==> config.mk <==
export PLATFORM = sky130hd
export DESIGN_NAME = ifid_queue
export DESIGN_NICKNAME = d
export VERILOG_FILES = /design/src/rtl/ifid_pkg.sv /design/src/rtl/ifid_queue.sv
export SDC_FILE = /design/constraint.sdc
export NUM_CORES = 1
export LEC_CHECK = 0
export CELL_PAD_IN_SITES_DETAIL_PLACEMENT = 1
export CELL_PAD_IN_SITES_GLOBAL_PLACEMENT = 2
export CORE_ASPECT_RATIO = 0.9
export CORE_MARGIN = 2
export CORE_UTILIZATION = 37
export DETAILED_ROUTE_END_ITERATION = 10
export PLACE_DENSITY = 0.88
export SLEW_MARGIN = 0
export SYNTH_ARGS = -nofsm -noshare
export SYNTH_HDL_FRONTEND = slang
export SYNTH_SLANG_ARGS = --single-unit
==> constraint.sdc <==
create_clock -name CLK -period 9.16 [get_ports CLK]
set_input_delay 0.916 -clock CLK [delete_from_list [all_inputs] [get_ports CLK]]
set_output_delay 0.916 -clock CLK [all_outputs]
set_load 0.05 [all_outputs]
==> src/rtl/ifid_pkg.sv <==
// Shared IF/ID queue types: entry bundle and bubble constant.
// word_t is WORD_W bits; ifid_entry_t packs {pcplus4, instr, next_pc}.
package ifid_pkg;

   localparam int WORD_W = 32;

   typedef logic [WORD_W-1:0] word_t;

   typedef struct packed {
      word_t pcplus4;
      word_t instr;
      word_t next_pc;
   } ifid_entry_t;

   localparam ifid_entry_t IFID_BUBBLE = '0;

endpackage

==> src/rtl/ifid_queue.sv <==
// DEPTH-entry circular IF/ID FIFO; bubble (all zero) on outputs when empty.
// Ports: CLK, nRST (sync, active low), flush, push/full + *_in,
// pop/empty + *_out, count. IFID_STATS_EN adds stall_cycles, flush_count.
module ifid_queue
   import ifid_pkg::*;
#(
   parameter int WORD_W = ifid_pkg::WORD_W,
   parameter int DEPTH  = 4,
   parameter int CNT_W  = $clog2(DEPTH) + 1
) (
   input  logic              CLK,
   input  logic              nRST,
   input  logic              flush,
   input  logic              push,
   output logic              full,
   input  logic [WORD_W-1:0] pcplus4_in,
   input  logic [WORD_W-1:0] instr_in,
   input  logic [WORD_W-1:0] next_pc_in,
   input  logic              pop,
   output logic              empty,
   output logic [WORD_W-1:0] pcplus4_out,
   output logic [WORD_W-1:0] instr_out,
   output logic [WORD_W-1:0] next_pc_out,
`ifdef IFID_STATS_EN
   output logic [31:0]       stall_cycles,
   output logic [31:0]       flush_count,
`endif
   output logic [CNT_W-1:0]  count
);

   localparam int PTR_W = CNT_W - 1;

   ifid_entry_t      mem [DEPTH];
   ifid_entry_t      head;
   logic [PTR_W-1:0] wr_ptr;
   logic [PTR_W-1:0] rd_ptr;
   logic [CNT_W-1:0] cnt;
   logic             do_push;
   logic             do_pop;

   // full/empty come from registered count only
   assign full    = (cnt == CNT_W'(DEPTH));
   assign empty   = (cnt == '0);
   assign do_push = push && !full;
   assign do_pop  = pop && !empty;
   assign count   = cnt;

   always_ff @(posedge CLK) begin
      if (!nRST || flush) begin
         wr_ptr <= '0;
         rd_ptr <= '0;
         cnt    <= '0;
         for (int i = 0; i < DEPTH; i++)
            mem[i] <= IFID_BUBBLE;
      end else begin
         if (do_push) begin
            mem[wr_ptr] <= '{pcplus4: pcplus4_in,
                             instr:   instr_in,
                             next_pc: next_pc_in};
            wr_ptr      <= wr_ptr + PTR_W'(1);
         end
         if (do_pop)
            rd_ptr <= rd_ptr + PTR_W'(1);
         unique case ({do_push, do_pop})
            2'b10:   cnt <= cnt + CNT_W'(1);
            2'b01:   cnt <= cnt - CNT_W'(1);
            default: cnt <= cnt;
         endcase
      end
   end

   // popped slots keep stale data, so gate the head when empty
   assign head        = empty ? IFID_BUBBLE : mem[rd_ptr];
   assign pcplus4_out = head.pcplus4;
   assign instr_out   = head.instr;
   assign next_pc_out = head.next_pc;

`ifdef IFID_STATS_EN
   logic [31:0] stall_q;
   logic [31:0] flush_q;

   always_ff @(posedge CLK) begin
      if (!nRST) begin
         stall_q <= '0;
         flush_q <= '0;
      end else begin
         if (push && full && stall_q != '1)
            stall_q <= stall_q + 32'd1;
         if (flush && flush_q != '1)
            flush_q <= flush_q + 32'd1;
      end
   end

   assign stall_cycles = stall_q;
   assign flush_count  = flush_q;
`endif

endmodule

==> results of run 1 <==
-- through the flow --
stage	hold slack (ns)	util, %
floorplan	0.459	-
global placement	0.457	42.9
detailed placement	0.492	42.9
CTS	0.495	45.7
global route	0.543	45.8
finish	0.496	45.8
-- state kept, by name, indices dropped and copies added, names as in the netlist, named ones only --
name / cells
mem: 384
count: 3
rd_ptr: 2
wr_ptr: 2
-- critical path, cell delays in order (launching register included) --
cell             delay, ns
dfxtp_4               0.82
buf_4                 0.76
mux4_2                0.33
nor2b_1               0.23
clkdlybuf4s50_1       0.85
-- worst max path at each step --
stage / endpoint / slack [ns] / start / depth (start not counted)
3_5_place_dp: next_pc_out[0] / 5.12 / register / 4
2_1_floorplan: mem[1][0] / 0.30 / count[0] / 3
6_report: next_pc_out[0] / 4.65 / register / 4
3_3_place_gp: next_pc_out[9] / 5.13 / register / 4
5_1_grt: next_pc_out[15] / 4.42 / register / 4
4_1_cts: instr_out[14] / 4.49 / register / 4
-- logic make-up (layout without fill, tap and decap cells) --
family,Yosys count,in the layout,share of synthesized area (%)
muxes,96,96,12.2
and+or+nand+nor,504,504,17.8
buffers and inverters,111,297,3.02
xor gates and xnor gates,2,2,0.0991
DFF,393,393,66.3
adders and majority gates,2,2,0.184
AOI/OAI and AO/OA,13,13,0.432
other,0,2,0
-- cell type report --
cell class	instances	area, sq um
fillers	4581	25400
flip-flops and latches	393	11700
multi-input cells	617	5490
repair buffers	218	2140
clock buffers	62	1190
well taps	616	771
clock inverters	12	135
inverters	5	18.8
diodes	2	5.00
-- placed cells by master (no fill, tap or decap), drive strengths merged, types with 2 or more instances in the layout --
master / n
clkdlybuf4s50: 201
diode: 2
and2: 96
nor2b: 98
and2b: 2
dfxtp: 9
buf: 17
a21oi: 4
clkbuf: 62
mux4: 96
o21ai: 5
nor2: 5
xor2: 2
and3: 288
nand2: 6
clkinv: 9
nor3: 2
inv: 5
bufinv: 3
o31ai: 2
or3: 3
edfxtp: 384
-- metal layers --
| layer | share of wire [%] | vias up | GRT usage, % |
|---|---|---|---|
| met5 | 0.027 | - | 0 |
| met4 | 2.2 | 2 | 5.62 |
| met3 | 4.7 | 64 | 3.34 |
| met2 | 51 | 215 | 30.9 |
| met1 | 42 | 5327 | 23.1 |
| li1 | - | 4610 | - |
-- report_power, final --
part           switching, uW  total, uW  leakage, uW  internal [uW]
sequential              26.2       2100      0.00439           2070
clock                    681       1660     0.000645            983
combinational            200        332      0.00358            133
total                    907       4090      0.00861           3180
==> results.md, run 1 <==
- The run finished with clean final reports.
- For the pin with the worst max-slew slack, the measured transition is 1.21 ns.
- After layout, the design draws a total of 4090 uW.
- The finished cells cover around 0.021 sq mm.
- The initialized floorplan defines 75 standard-cell rows.
- The cell area after technology mapping is 0.0177 sq mm.
- The number of setup buffers added after CTS is 0.
- Summed over all nets, the half-perimeter wirelength after detailed placement is 24000 um.
- The power density relative to cell area is 191 mW/mm^2.
- For the worst-skew pair, the clock arrives at the later sink with an insertion delay of 0.55 ns.
- The number of setup violations in the final report is 0.
- Yosys attributes the largest share of cell area to edfxtp_1 65%, mux4_2 12%, and3_1 10%.
- The first routing iteration left 717 violations.
- The data arrival time of the critical path is between 3 and 4 ns.
- The worst register-to-register path begins at wr_ptr[1].
- The largest clock skew in the final design is 0.0139 ns.
- In this run the static leakage power is approximately 0.0086 uW.
- The number of antenna violations at the first check in global routing is 3.
- Wires add up to 43800 um.
- The total count of hold-check failures in the final report is 0.
- The peak supply drop is 0.000137 V.
- The final non-filler cell total is 1925.
- The most frequent cell after synthesis is edfxtp_1.
- In this run the register-to-register setup slack is 5.97 ns.
- The detail route stage leaves a number of antenna-violating nets equal to 0.
- The die covers 0.0495 sq mm.
- The critical path launch point type is a register.
- For this run, the leading register cell type out of synthesis is edfxtp_1.
- Entering global routing, the biggest net connects 157 pins.
- The clock passes through at most 3 buffers.
- The initial cell density of the core is between 30% and 40%.
- The Yosys step of the flow raised 0 warnings.
- The endpoint identified for the worst register-to-register timing path is mem[2][62].
- In this run the biggest area consumer among cell types represents between 60% and 70% of the synthesized area.
- The growth of design area from synthesis to finish is 21.5%.
- The post-placement worst setup slack is 5.12 ns.
- The post-detailed-route via-to-cell ratio is 5.31.
- The biggest area consumer among synthesized cells is edfxtp_1.
- The routed design could run at a clock period as short as 4.51 ns.
- The worst setup path is of the register to output port kind.
- Timing would allow up to 222 MHz.
- The total number of vias is 10200.
- The quantity of I/O buffers inserted on ports is around 200.
- The clock tree from TritonCTS is done.
- The average footprint of a synthesized cell is between 15 and 20 sq um.
- Adding up every negative setup slack in the final design gives 0 ns.
- Cells with a size suffix above 1 make up 13.8% of the layout.
- The first-pass GRT wire length is 67100 um.
- STA classifies the critical path endpoint as an output port.
- The number of buffers inserted for hold repair after clock tree synthesis is 0.
- The library cell used as clock root buffer is clkbuf_16.
- In this run the tightest slew margin relative to its limit is 19.4%.
- In this run the vertical extent of the chip is 211 um.
- For this run, the register share of the synthesized area comes to 66.3%.
- For this run, the total global-route usage over all layers was measured as roughly 18%.
- The unique cell type count in the Yosys netlist is 31.
- The number of placed instances, taps included, is 1849.
- The final critical-path share of the clock period is 49.3%.
- The number of nets in the layout is 1381.
- The H-tree was split into 2 levels.
- The congestion estimate from routability-driven global placement came to 0.701.
- The path class of the tightest hold or removal check is register to register.
- The worst hold path begins at rd_ptr[1].
- The number of nets in the synthesized netlist is 1224.
- The cell area reported after detailed placement is 0.0201 sq mm.
- For this run, asynchronously set or reset flops after synthesis account for 0%.
- The total overflow left after global routing is 0.
- The tool flagged a number of max-cap violations equal to 0.
- The residual DRC count is 0.
- The number of buffers added by the clock tree synthesis step is 43.
- For this design, the sink count on the clock tree is 393.
- Dividing the detail-routed wire length by the instance count gives 22.8 um.
- Counting flops with a built-in enable in the synthesized netlist gives 384.
- Setup repair after global routing left no endpoint under its margin.
- In the synthesized netlist, the number of instances is 1121.
- The final count of pins violating max slew came to 0.
- The flip-flop and latch count after synthesis is between 300 and 400.
- The worst register-to-register path has a depth of 4.
- The number of gates resized after CTS was 0.
- The first TritonRoute pass finished after 4 iterations.
- The overall die width is 234 um.
- The post-route worst setup slack is between 4 and 5 ns.
- The floorplan step defined a core boundary enclosing 0.0469 sq mm.
- The count of boundary I/O pins is 202.
- After clock tree synthesis, the clock-pin slew on the worst setup and hold paths is ~0.060 ns.
- The via count of the first global-routing pass is between 10000 and 15000.
- Counting instances in the post-synthesis netlist gives the leading cell types as 384 x edfxtp_1, 288 x and3_1, 98 x nor2b_1.
- In this run the worst path has a maximum fanout of 51.
- The depth of the worst hold-timing path is 2.
- The data required time at the worst endpoint is 8.24 ns.
Power figures use the tool's default switching activity.
==> run 2, diff against run 1 <==
--- a/config.mk
+++ b/config.mk
@@ -9,9 +9,9 @@
 export CELL_PAD_IN_SITES_GLOBAL_PLACEMENT = 2
 export CORE_ASPECT_RATIO = 0.9
 export CORE_MARGIN = 2
-export CORE_UTILIZATION = 37
+export CORE_UTILIZATION = 41
 export DETAILED_ROUTE_END_ITERATION = 10
-export PLACE_DENSITY = 0.88
+export PLACE_DENSITY = 0.92
 export SLEW_MARGIN = 0
 export SYNTH_ARGS = -nofsm -noshare
 export SYNTH_HDL_FRONTEND = slang
==> constraint.sdc (replaced) <==
create_clock -name CLK -period 4.4 [get_ports CLK]
set_input_delay 0.44 -clock CLK [delete_from_list [all_inputs] [get_ports CLK]]
set_output_delay 0.44 -clock CLK [all_outputs]
set_load 0.05 [all_outputs]
==> run 2 against run 1 <==
Against the previous run:
- worst setup slack got worse by 3.8 ns
- total power rose by 110%
- sequential share of layout area barely moved
- die area fell by 9.6%
- final area barely moved
- worst hold slack improved by 0.041 ns
- combinational power rose by 110%
- clock power rose by 100%
- non-clock buffer count rose by 3
- cell count fell by 3.1%
- sequential power rose by 110%
- clock skew rose by 0.0033 ns
- critical endpoint is now instr_out[20]
==> results.md, run 2 (synthesis gave the netlist of run 1 again) <==
- For the finished layout, the period the worst path requires is 3.53 ns.
- The actual slew at the worst max-slew pin is 1.20 ns.
- The first-pass detailed-route iteration total is 5.
- After floorplanning, the core was divided into 72 placement rows.
- The worst setup path is launched from a register.
- The total number of vias is between 10000 and 15000.
- The placer's final routability congestion estimate is 0.706.
- The first-pass GRT wire length is 67300 um.
- The residual DRC count is 0.
- The final critical-path share of the clock period is about four fifths.
- In this run the most critical hold path is launched from rd_ptr[1].
- The full die area is 0.0448 sq mm.
- The post-cts gate resize count is 0.
- The most common cell after layout, fill and taps aside is edfxtp_1.
- The detail route stage leaves a number of antenna-violating nets equal to 0.
- The startpoint identified for the worst register-to-register timing path is wr_ptr[1].
- The library cells used most frequently in the layout, excluding fill and tap cells, are 384 x edfxtp_1, 288 x and3_1, 201 x clkdlybuf4s50_1, 98 x nor2b_1.
- After detailed routing, the total wire length is 43600 um.
- The peak supply drop is ~0.00024 V.
- The largest individual stage delay along the critical path comes from the cell clkdlybuf4s50_1.
- The critical path is of the register to output port type.
- The overall die width is 223 um.
- The number of flip-flops under the largest register name is between 300 and 400.
- The growth of design area from synthesis to finish is 21.4%.
- The layout filler cell count is 4063.
- The run finished with clean final reports.
- Prior to clock tree synthesis, the placed netlist has a worst setup slack of 1.39 ns.
- The post-route worst setup slack is 0.873 ns.
- In this run the standard cell core region covers about 0.043 sq mm.
- The critical path contains buffers and inverters numbering 2 combined.
- The detailed router finished its first iteration with roughly 590 violations.
- The total overflow left after global routing is 0.
- Summed over all nets, the half-perimeter wirelength after detailed placement is 23800 um.
- The tightest slew margin relative to the limit is approximately a fifth.
- On the final layout, the worst clock skew is 0.0172 ns.
- The worst hold path was traced through 2 stages.
- The cell area reported after detailed placement is 0.0202 sq mm.
- The longest clock path from root to sink contains 3 buffers.
- The routed length per instance is 23.4 um.
- Based on the critical path, the design can be clocked at up to about 280 MHz.
- The total chip power is 8390 uW.
- The number of antenna violations at the first check in global routing was 5.
- The vertical die dimension is ~200 um.
- The initial utilization of the core area, before any placement, comes to 41.3%.
- Max-cap violations in this run came to 0.
- The family with the most delay on the worst path is buffers and inverters.
- The logic depth of the worst path, buffers included is 4.
- Port buffering added 201 buffers.
- At the later pin of the worst-skew pair, clock insertion delay measures 0.55 ns.
- The number of nets in the layout is roughly 1400.
- TritonCTS created between 40 and 50 clock buffers.
- The total count of hold-check failures in the final report is 0.
- The via count of the first global-routing pass is 11300.
- The signal on the critical path passes through buf_12 > mux4_2 > nor2b_1 > clkdlybuf4s50_1.
- Entering global routing, the biggest net connects 152 pins.
- Of all nets on the critical path, the largest fanout is 35.
- The area of all placed cells without fillers is about 0.021 sq mm.
- The data required time at the worst endpoint is 3.96 ns.
- The aggregate global-route resource usage is 19.8%.
- Registers take about 0.012 sq mm.
- Setup repair after global routing left no endpoint under its margin.
- The count of boundary I/O pins is between 200 and 250.
- The class of the tightest hold or removal check is register to register.
- Setup violations remaining at the end of the flow were counted as 0.
- In the final timing run, aggregate negative setup slack is 0 ns.
- Using the TritonRoute via totals, the vias-per-cell ratio works out to 5.49.
- The final non-filler cell total is 1865.
- Summed over all cells, the static leakage comes to 0.00862 uW.
- The final count of pins violating max slew came to 0.
- Summing all multi-input logic gate instances after layout gives 0.00549 sq mm.
- For the worst flop-to-flop path, the logic depth is 4.
- On the worst path, the slowest cell contributes a delay of 0.71 ns.
- The number of placed instances with taps included is 1791.
- For this design, the CTS-stage hold fixing added 0 buffers.
- The number of sinks on the clock net is 393.
- At the worst endpoint, the arrival time is 3.09 ns.
- Buffers added to address setup during post-CTS repair amount to 0.
- Counting flops per register, the top entry is mem.
- CTS placed an instance of clkbuf_16 at the clock tree root.
- Clock-pin slew was measured on the worst setup and hold paths at 0.06 ns.
- The clock tree synthesis step divided the H-tree into 2 levels.
- The share of post-route cells with drive strength above 1 is 13.8%.
- The power density relative to cell area is 391 mW/mm^2.
- STA classifies the critical path endpoint as an output port.
- The clock tree from TritonCTS is done.
-- run 2: changes by cell type in the layout (fill, tap and decap cells not counted), sizes merged --
cell and delta:
buf +3, clkinv +4, clkinvlp +1, inv +1
bufinv -1, clkbuf -8, diode +1
-- run 2: through the flow --
step	hold slack, ns	utilization, %
4_1_cts	0.525	50.1
3_5_place_dp	0.514	47.2
6_report	0.537	50.2
5_1_grt	0.564	50.2
2_1_floorplan	0.459	-
3_3_place_gp	0.459	47.2
-- run 2: power by group --
group          internal (uW)  switching [uW]
registers               4310            58.3
clock network           1900            1420
logic                    287             417
-- run 2: area by class of cell --
cell class                      instances  share of cell area, %
Clock buffer                           54                   5.21
Sequential cell                       393                   54.6
Clock inverter                         17                  0.600
Inverter                                5                 0.0874
Tap cell                              555                   3.24
Antenna cell                            3                 0.0350
Timing Repair Buffer                  221                   10.7
Multi-Input combinational cell        617                   25.6
-- run 2: path summary, 6_finish.rpt --
path,endpoint,slack [ns]
max,instr_out[20],0.87
min,register,0.54
max reg2reg,mem[2][36],1.91
min reg2reg,register,0.54
-- run 2: per-layer routing --
metal  track usage (%)  wire length [um]
met5                 0                28
met4              6.40               831
met3              2.72              1530
met2              35.3             22400
met1              24.9             18800
-- run 2: tightest hold or removal path, delay by kind of cell, from the launching register on --
kind,cells,cell delay (ns)
DFF,1,0.31
AOI/OAI and AO/OA,2,0.18
==> run 3, diff against run 2 <==
==> constraint.sdc (replaced) <==
create_clock -name CLK -period 3.6 [get_ports CLK]
set_input_delay 0.36 -clock CLK [delete_from_list [all_inputs] [get_ports CLK]]
set_output_delay 0.36 -clock CLK [all_outputs]
set_load 0.05 [all_outputs]
==> run 3 against run 2 <==
Against the previous run:
- worst hold slack worse by 0.025 ns
- sequential share of layout area is essentially flat
- non-clock buffer count increased by 1
- global-route usage down 0.12 points
- critical endpoint is now instr_out[19]
- largest cell class unchanged
- largest power group unchanged
==> results.md, run 3 (synthesis gave the netlist of run 1 again) <==
- The run finished with clean final reports.
- The routed layout has 10200 vias.
- The number of flip-flops under the largest register name is 384.
- The full die area is roughly 0.045 sq mm.
- The pin count of the biggest net entering global routing is 217.
- The post-detailed-route via-to-cell ratio is 5.48.
- Compared with the post-synthesis result, the final layout area differs by 21.7%.
- The aggregate global-route resource usage is just under 20%.
- In this run the static leakage power is 0.00863 uW.
- With fillers left out, the area of the finished cells amounts to 0.0215 sq mm.
- The upper clock frequency limit is 310 MHz.
- The layout filler cell count is 4065.
- After layout, the worst path uses 89.7% of the clock period.
- The number of buffers added by the clock tree synthesis step is 42.
- The worst path in the final design needs a cycle of 3.23 ns, including I/O delays and setup.
- The number of nets in the layout is approximately 1400.
- The worst hold path belongs to the class register to register.
- The power density relative to cell area is 474 mW/mm^2.
- In this run the core area contains 72 standard-cell rows.
- The type of the setup path with the least slack is register to output port.
- In the final layout, the share of cells above drive strength 1 is between 10% and 20%.
- Routability-driven placement finished with a final weighted congestion of 0.703.
- Setup total negative slack on the finished layout was measured at 0 ns.
- STA classifies the critical path startpoint as a register.
- The source-to-sink clock delay at the later pin of the worst-skew pair is between 0.5 and 0.6 ns.
- The utilization of the core after routing is 50.3%.
- Across the VDD grid, the largest voltage drop is 0.000414 V.
- The residual DRC count is 0.
- The most flop-heavy register is mem.
- The largest clock skew in the final design is 0.0220 ns.
- The initial utilization of the core area, before any placement, comes to 41.3%.
- The total count of hold-check failures in the final report was 0.
- In this run the tightest slew margin relative to its limit is 31.8%.
- The actual slew at the worst max-slew pin is between 1 and 1.5 ns.
- The first-pass detailed-route iteration total is 5.
- The count of boundary I/O pins is about 200.
- The cell area reported after detailed placement is 0.0203 sq mm.
- Global routing finished with a remaining overflow of 0.
- The largest buffer count on any clock path is 3.
- After the first detailed-routing iteration, the DRC count stood at just over 600.
- The count of H-tree levels built during CTS is 2.
- The data required time at the worst endpoint is 3.24 ns.
- The vertical die dimension is 201 um.
- TritonCTS built the clock tree.
- The top cell types in the final layout, fill and taps aside, are 384 x edfxtp_1, 288 x and3_1, 201 x clkdlybuf4s50_1, 98 x nor2b_1.
- The element type at the critical path end is an output port.
- The routed length per instance is 23.2 um.
- The post-route worst setup slack is 0.371 ns.
- After detailed routing, the total wire length is between 40000 and 50000 um.
- The worst reg-to-reg setup slack is 1.22 ns.
- The quantity of I/O buffers inserted on ports is 201.
- The overall die width is 223 um.
- Clock tree synthesis selected as its root buffer the cell clkbuf_16.
- The number of placed instances with taps included is 1792.
- The max-capacitance violation count is 0.
- The first global-routing pass estimated 67300 um of wire.
- The via count of the first global-routing pass is 11400.
- The residual antenna-violating net count after detailed routing is 0.
- After clock tree synthesis, the flow added hold-fix buffers numbering 0.
- Once the clock tree was built, the setup fixing pass inserted 0 buffers.
- The floorplan step defined a core boundary enclosing 0.0428 sq mm.
- The highest fanout seen on the critical path is 31.
- The post-cts gate resize count is 0.
- Setup repair after global routing left no endpoint under its margin.
- The final count of pins violating max slew is 0.
- Once layout is complete, the cells apart from fillers number approximately 1900.
- The most common cell after layout, fill and taps aside is edfxtp_1.
- Setup violations remaining at the end of the flow were counted as 0.
- The post-placement worst setup slack is about 0.91 ns.
- The number of antenna violations at the first check in global routing is 2.
- After clock tree synthesis, the clock-pin slew on the worst setup and hold paths is 0.06 ns.
- At the worst endpoint, the arrival time is 2.87 ns.
- The clock drives 393 sinks.
- The wire-length estimate of the detail-placed layout is 23900 um.
run 3: changes by cell type in the layout (fill, tap and decap cells not counted), sizes merged:
| cell | before | now |
|---|---|---|
| clkinv | 13 | 16 |
| clkbuf | 54 | 56 |
| buf | 20 | 21 |
| bufinv | 2 | 1 |
| diode | 3 | 2 |
run 3: where the power goes:
part           switching [uW]  internal (uW)  leakage [uW]
Combinational             508            353       0.00364
Clock                    1740           2260      0.000596
Sequential               68.6           5260       0.00439
Total                    2320           7880       0.00863
run 3: area by class of cell:
class	count	area (sq um)	area share (%)
Antenna cell	2	5.00	0.0233
Clock buffer	56	1120	5.23
Clock inverter	19	114	0.529
Inverter	5	21.3	0.0989
Multi-Input combinational cell	617	5500	25.6
Sequential cell	393	11700	54.5
Tap cell	555	694	3.23
Timing Repair Buffer	222	2320	10.8
run 3: final timing paths:
| kind | startpoint | end | cells after the start |
|---|---|---|---|
| worst max-delay path | register | instr_out[19] | 4 |
| worst min register to register | rd_ptr[1] | register | 2 |
| worst max register to register | wr_ptr[1] | mem[2][20] | 4 |
| worst min-delay path | rd_ptr[1] | register | 2 |
run 3: critical path, cell delays in order, from the launching register on:
cell and delay, ns:
dfxtp_4 0.67, buf_12 0.29, mux4_2 0.22, nor2b_1 0.23, clkdlybuf4s50_1 0.85
run 3: routing by layer:
metal	part of all wire (%)	global-route usage, %
met5	0	0
met4	2.3	6.35
met1	41	24.3
met2	53	35.2
met3	4.5	3.29
run 3: stage by stage:
stage	hold slack (ns)	power (uW)
after floorplan	0.459	5910
after global placement	0.470	6260
after detailed placement	0.484	6300
after CTS	0.501	10300
after global routing	0.530	10500
final	0.513	10200
